**config.mk**
```make
export PLATFORM = sky130hd
export DESIGN_NAME = fetch_stage32
export DESIGN_NICKNAME = d
export VERILOG_FILES = /design/src/rtl/fetch_stage32_pkg.sv /design/src/rtl/pc_reg32.sv /design/src/rtl/fetch_stage32.sv
export SDC_FILE = /design/constraint.sdc
export NUM_CORES = 1
export LEC_CHECK = 0
export CORE_AREA = 2 2 138 140
export CTS_CLUSTER_SIZE = 30
export DETAILED_ROUTE_END_ITERATION = 10
export DIE_AREA = 0 0 140 142
export HOLD_SLACK_MARGIN = 0.03
export PLACE_DENSITY = 0.65
export SETUP_SLACK_MARGIN = 0.15
export SLEW_MARGIN = 20
export SYNTH_ARGS = -nofsm -noshare
export SYNTH_HDL_FRONTEND = slang
export SYNTH_HIERARCHICAL = 1
export SYNTH_SLANG_ARGS = --single-unit
```
**constraint.sdc**
```tcl
create_clock -name clk -period 2.28 [get_ports clk]
set_clock_uncertainty 0.1 [all_clocks]
set_input_delay 0.456 -clock clk [delete_from_list [all_inputs] [get_ports clk]]
set_output_delay 0.456 -clock clk [all_outputs]
set_load 0.05 [all_outputs]
```
**src/rtl/fetch_stage32_pkg.sv**
```systemverilog
// Shared RISC-V constants for the fetch stage and its PC register.
package fetch_stage32_pkg;
  localparam int          RV_XLEN     = 32;
  localparam logic [31:0] RV_NOP      = 32'h0000_0013;
  localparam logic [31:0] RV_RESET_PC = 32'h0000_0000;
endpackage

```
**src/rtl/pc_reg32.sv**
```systemverilog
// Program counter register: reset, word-aligned load, hold, or +4 advance.
module pc_reg32
  import fetch_stage32_pkg::*;
#(
  parameter int           n        = RV_XLEN,
  parameter logic [n-1:0] RESET_PC = n'(RV_RESET_PC)
) (
  input  logic         clk,
  input  logic         rst,
  input  logic         load,
  input  logic [n-1:0] load_pc,
  input  logic         advance,
  output logic [n-1:0] pc
);

  // Low two target bits are dropped; the misalignment is reported by the caller.
  always_ff @(posedge clk) begin
    if (rst) begin
      pc <= RESET_PC;
    end else if (load) begin
      pc <= {load_pc[n-1:2], 2'b00};
    end else if (advance) begin
      pc <= pc + n'(4);
    end
  end

endmodule

```
**src/rtl/fetch_stage32.sv**
```systemverilog
// Instruction-fetch stage: PC, word address to instruction memory, IF/ID
// register with stall hold, redirect bubble, misalignment pulse and counter.
module fetch_stage32
  import fetch_stage32_pkg::*;
#(
  parameter int           n        = RV_XLEN,
  parameter logic [n-1:0] RESET_PC = n'(RV_RESET_PC)
) (
  input  logic         clk,
  input  logic         rst,
  input  logic         stall,
  input  logic         redirect,
  input  logic [n-1:0] redirect_pc,
  output logic [n-1:0] inst_addr,
  input  logic [n-1:0] inst,
  output logic [n-1:0] if_pc,
  output logic [n-1:0] if_inst,
  output logic         if_valid,
  output logic         misalign_err,
  output logic [n-1:0] fetch_count
);

  // Handshake: IF/ID offers (if_pc, if_inst) with if_valid; decode signals
  // "not ready" by raising stall, which freezes the PC and IF/ID for that
  // edge. A redirect overrides stall and overwrites IF/ID with a bubble.

  logic [n-1:0] pc;
  logic         advance;

  assign advance   = !redirect && !stall;
  assign inst_addr = {2'b00, pc[n-1:2]};

  pc_reg32 #(
    .n        (n),
    .RESET_PC (RESET_PC)
  ) u_pc (
    .clk     (clk),
    .rst     (rst),
    .load    (redirect),
    .load_pc (redirect_pc),
    .advance (advance),
    .pc      (pc)
  );

  always_ff @(posedge clk) begin
    if (rst) begin
      if_pc        <= '0;
      if_inst      <= n'(RV_NOP);
      if_valid     <= 1'b0;
      misalign_err <= 1'b0;
      fetch_count  <= '0;
    end else begin
      misalign_err <= redirect && (redirect_pc[1:0] != 2'b00);
      if (redirect) begin
        if_pc    <= '0;
        if_inst  <= n'(RV_NOP);
        if_valid <= 1'b0;
      end else if (!stall) begin
        if_pc       <= pc;
        if_inst     <= inst;
        if_valid    <= 1'b1;
        fetch_count <= fetch_count + n'(1);
      end
    end
  end

endmodule

```
Word-level counts from Yosys, hierarchy flattened
Cells that the tools add are included.
Widths: inputs -> output; s select.

word-level totals
  register bits after elaboration = 130
  bits in latches = 0
  RAM bits = 0
  ROM bits = 0
  input port bits = 68
  output and inout port bits = 130
  word-level logic and storage cells = 21
  memories = 0

operators by class
  $add $sub $neg = 2
  multiply operators = 0
  div/mod/pow operators = 0
  $lt $le $gt $ge = 0
  equality and inequality tests = 0
  shifts and indexed selects = 0
  muxes and demuxes = 2
  bitwise operators = 2
  reductions and logical operators = 8

operators with widths
  cell                   count
  $mux 32                2
  $add 32x1->32 const B  1
  $add 32x3->32 const B  1
  $reduce_bool 2->1      2
  $logic_and 1x1->1      2
  $logic_not 1->1        2
  $not 1->1              2
  $reduce_and 2->1       1
  $reduce_or 2->1        1

Logic depth before layout (Yosys ltp)
  word-level depth = 4
  depth in mapped cells = 7
  mapped depth without buffers = 5

By module
Netlist, hierarchy kept.

by module, submodules not included
  module         instances  cells an instance  area an instance (µm²)  seq. area each (µm²)
  fetch_stage32  1          401                3862.5                  1961.9
  pc_reg32       1          251                1929.4                  600.6

Least setup slack after synthesis
Ideal clock, no wire load.

  kind = register to register
  from = register fetch_count[2]
  to = register fetch_count[31]
  setup time = 121 ps
  data arrival time = 2301 ps
  data required time = 2059 ps
  setup slack = -242 ps
  stages on the path, launching flop included = 6
  buffers on the path = 1
  period minus slack after synthesis = 2522 ps
  path through = dfxtp_1 -> or3b_4 -> or4_1 -> buf_2 -> nor4_1 -> mux2_2

between the ends
  cells in the longest elaborated chain, start to end = 1

RTL lines
  item                      RTL line             text
  start: declaration        fetch_stage32.sv:20  output logic [n-1:0] fetch_count
  start signal: assignment  fetch_stage32.sv:62  fetch_count <= fetch_count + n'(1);
  $add 32x1->32             fetch_stage32.sv:62

No other way between the ends.
A chain may end at the register's enable or synchronous reset.

Worst setup path in the final report
  from = register fetch_count[2]
  to = register fetch_count[21]

Same word-level chain as after synthesis.

==> results_dict.tcl <==
set metrics [dict create \
    grt-ovfl-total 0 \
    grt_max_degree 57 \
    fin_crit_sh 0.945 \
    relSlewSlack 0.335 \
    drtAntennaViolNets 0 \
    clk_latency_ns 0.42 \
    place.detailed.hpwl_um 12700 \
    synth_seq_cells 128 \
    power_density_nw_per_um2 664 \
    hold_start "if_valid$_SDFFE_PP0N_" \
    numCtsBuffers 17 \
    dr_total_vias 5685 \
    async_reset_ff_frac 0 \
    drc_errors 10 \
    hold_path_end "if_valid$_SDFFE_PP0N_" \
    max_stage_delay_ns 0.55 \
    crit_chain "or3b_4, or4_4, buf_12, buf_4, o31ai_1, a21oi_2" \
    antenna_found_initial 1 \
    clock-sinks 128 \
    crit_path_end_kind "register" \
    syn_inst 652 \
    place_ws_ns -0.462 \
    drt-initial-drc-count 283 \
    seq_area_um2 2590 \
    viasPerCell 5.00 \
    r2r_start "fetch_count[2]$_SDFFE_PP0P_" \
    outcome "complete, but fails checks" \
    clkSlewWorstSetupHoldPaths_ns 0.06 \
    clock_path_buffers 2 \
    fmax_mhz 464 \
    nets 959 \
    reg2reg_depth 6 \
    cts_tree "yes" \
    die_w_um 140 \
    wl_per_cell_um 15.9 \
    coreArea_um2 18500 \
    cts_root_buf "clkbuf_16" \
    ys.flop_type "dfxtp_1" \
    maxCapViolations 0 \
    fp.dieH_um 142 \
    fp-row-count 50 \
    ios 198 \
    finalSetupViolCount 0 \
    ys_types 54 \
    synth_top_cell_area_share 0.442 \
    drive_gt1_frac 0.175 \
    place_area_um2 8360 \
    fillers 1790 \
    final_util 0.489 \
    layout.cells.non_filler 1136 \
    crit_required_ns 2.47 \
    critPathSlowestCell "or4_4" \
    fin_tns_setup_ns 0 \
    hold_depth 2 \
    ys_seq_area_frac 0.442 \
    min_period_ns 2.15 \
    crit_arrival_ns 2.34 \
    multi_input_area_um2 3110 \
    setup.worst_path.start_class "register" \
    hold_path_class "register to register" \
    areaGrowthSynthToFinish_pct 55.7 \
    critical_path_class "register to register" \
    finalWorstSetupSlack_ns 0.125 \
    peakVddDrop_v 0.000524 \
    portBuffers 195 \
    leakage_nw 4.23 \
    ys_top_cells_by_area "dfxtp_1, mux2i_1, nor2_1" \
    synth_area_leader_cell "dfxtp_1" \
    yosys_warnings 6 \
    rsz0062_at_grt "true" \
    htreeDepth 4 \
    grt_use_total 0.180 \
    synth_area_um2 5790 \
    wl_um 18000 \
    dp.cells 1099 \
    ctsHoldBuffers 0 \
    drt-pass1-iter-count 8 \
    gp_congestion 0.817 \
    fin_area_um2 9020 \
    critPathMaxFanout 5 \
    syn_area_per_cell_um2 8.88 \
    drv_slew 0 \
    grt_pass1_vias 5460 \
    hold_viol_final 0 \
    num_antenna_cells 0 \
    violations "design-rule violations" \
    synth-edff-count 0 \
    r2r_end "fetch_count[21]$_SDFFE_PP0P_" \
    worstMarginPinSlew_ns 0.997 \
    die_area_um2 19900 \
    grt_pass1_wl_um 28600 \
    initial_core_util 0.314 \
    r2r_slack_ns 0.13 \
]
## synthesized netlist by cell type, types with 12 or more instances
| master | count |
|---|---|
| nand4_1 | 29 |
| nor2_1 | 104 |
| mux2i_1 | 65 |
| nand2_1 | 40 |
| or4_1 | 12 |
| nand3_1 | 16 |
| dfxtp_1 | 128 |
| nor4_1 | 15 |
| o21ai_0 | 13 |
| clkbuf_1 | 24 |
| a21oi_1 | 31 |
## critical path: cells and delay by family (launching register included)
kind / cells / cell delay (ns)
flip-flops: 1 / 0.33
AND/OR/NAND/NOR: 2 / 0.92
AO/OA/AOI/OAI: 2 / 0.39
buffers and inverters: 2 / 0.29
## state kept, by name (all words and copies together) (netlist names)
| signal | cells |
|---|---|
| u_pc/pc | 30 |
| if_inst | 32 |
| fetch_count | 32 |
| misalign_err | 1 |
| if_valid | 1 |
| if_pc | 32 |
## per-stage QoR
step	total power, mW	hold WS [ns]
global placement	3.28	0.346
detailed placement	3.29	0.345
global route	6.23	0.370
floorplan	2.92	0.471
CTS	6.06	0.352
finish	5.99	0.350
## power by group
part	internal [mW]	switching (mW)	leakage, nW
Clock	1.65	1.14	0.288
Sequential	2.31	0.0663	1.05
Combinational	0.325	0.500	2.89
## kinds of logic after synthesis
logic type	Yosys count	share of synthesized area
fa+ha+maj	2	0.00432
compound gates	88	0.0985
flops	128	0.442
mux	71	0.124
other cells	2	0.00130
buf+inv	54	0.0393
simple gates	287	0.260
xor+xnor	20	0.0302
## cells in the final DEF (no fill, tap or decap), types with 4 or more instances in the layout
master           count
dlymetal6s2s_1      20
buf_4               66
dlygate4sd2_1      102
or3_1                9
nand4_1             29
o21ai_0             13
and3_1               9
and2_1               4
nor2b_1              8
or4_1               10
a211oi_1            11
nand2_1             40
nand3_1             16
nor3_1               7
a311oi_1             7
clkbuf_16           18
conb_1               4
xor2_1              10
mux2i_1             65
dfxtp_1            105
and4_1               9
inv_1               11
xnor2_1             10
inv_6                7
clkdlybuf4s50_1     64
o31ai_1              9
nor3b_1              8
dfxtp_2             22
nor4_1              10
nor2_1             103
a21oi_1             29
## timing repair
item	in CTS	in global routing
pin swaps	1	4
cloned	0	1
setup buffers	3	1
endpoints found under the hold margin	0	0
endpoints found under the setup margin	122	39
resized for setup	107	32
## routing by layer
layer	part of all wire	wire (um)	vias to the layer above	track usage
met4	0.018	330	2	0.0622
met3	0.055	995	25	0.0525
met1	0.44	7990	2669	0.228
met5	0.00072	13	-	0
li1	-	-	2834	-
met2	0.48	8720	155	0.295
## cell type report
class | instances | share of cell area
flip-flops and latches | 128 | 0.288
multi-input cells | 472 | 0.345
repair buffers | 258 | 0.263
clock buffers | 17 | 0.0472
well taps | 234 | 0.0325
inverters | 12 | 0.00499
clock inverters | 15 | 0.0193
## how the worst max path moves through the flow
| stage | start | end | slack [ns] | depth (start not counted) |
|---|---|---|---|---|
| finish | fetch_count[2]$_SDFFE_PP0P_ | fetch_count[21]$_SDFFE_PP0P_ | 0.13 | 6 |
| global route | fetch_count[2]$_SDFFE_PP0P_ | fetch_count[19]$_SDFFE_PP0P_ | 0.08 | 5 |
| CTS | fetch_count[2]$_SDFFE_PP0P_ | fetch_count[21]$_SDFFE_PP0P_ | 0.09 | 5 |
| detailed placement | redirect | fetch_count[21]$_SDFFE_PP0P_ | -0.46 | 5 |
| global placement | redirect | fetch_count[21]$_SDFFE_PP0P_ | -0.47 | 5 |
| floorplan | stall | fetch_count[21]$_SDFFE_PP0P_ | -0.04 | 6 |
No activity file was read; power rests on OpenSTA's default activity.
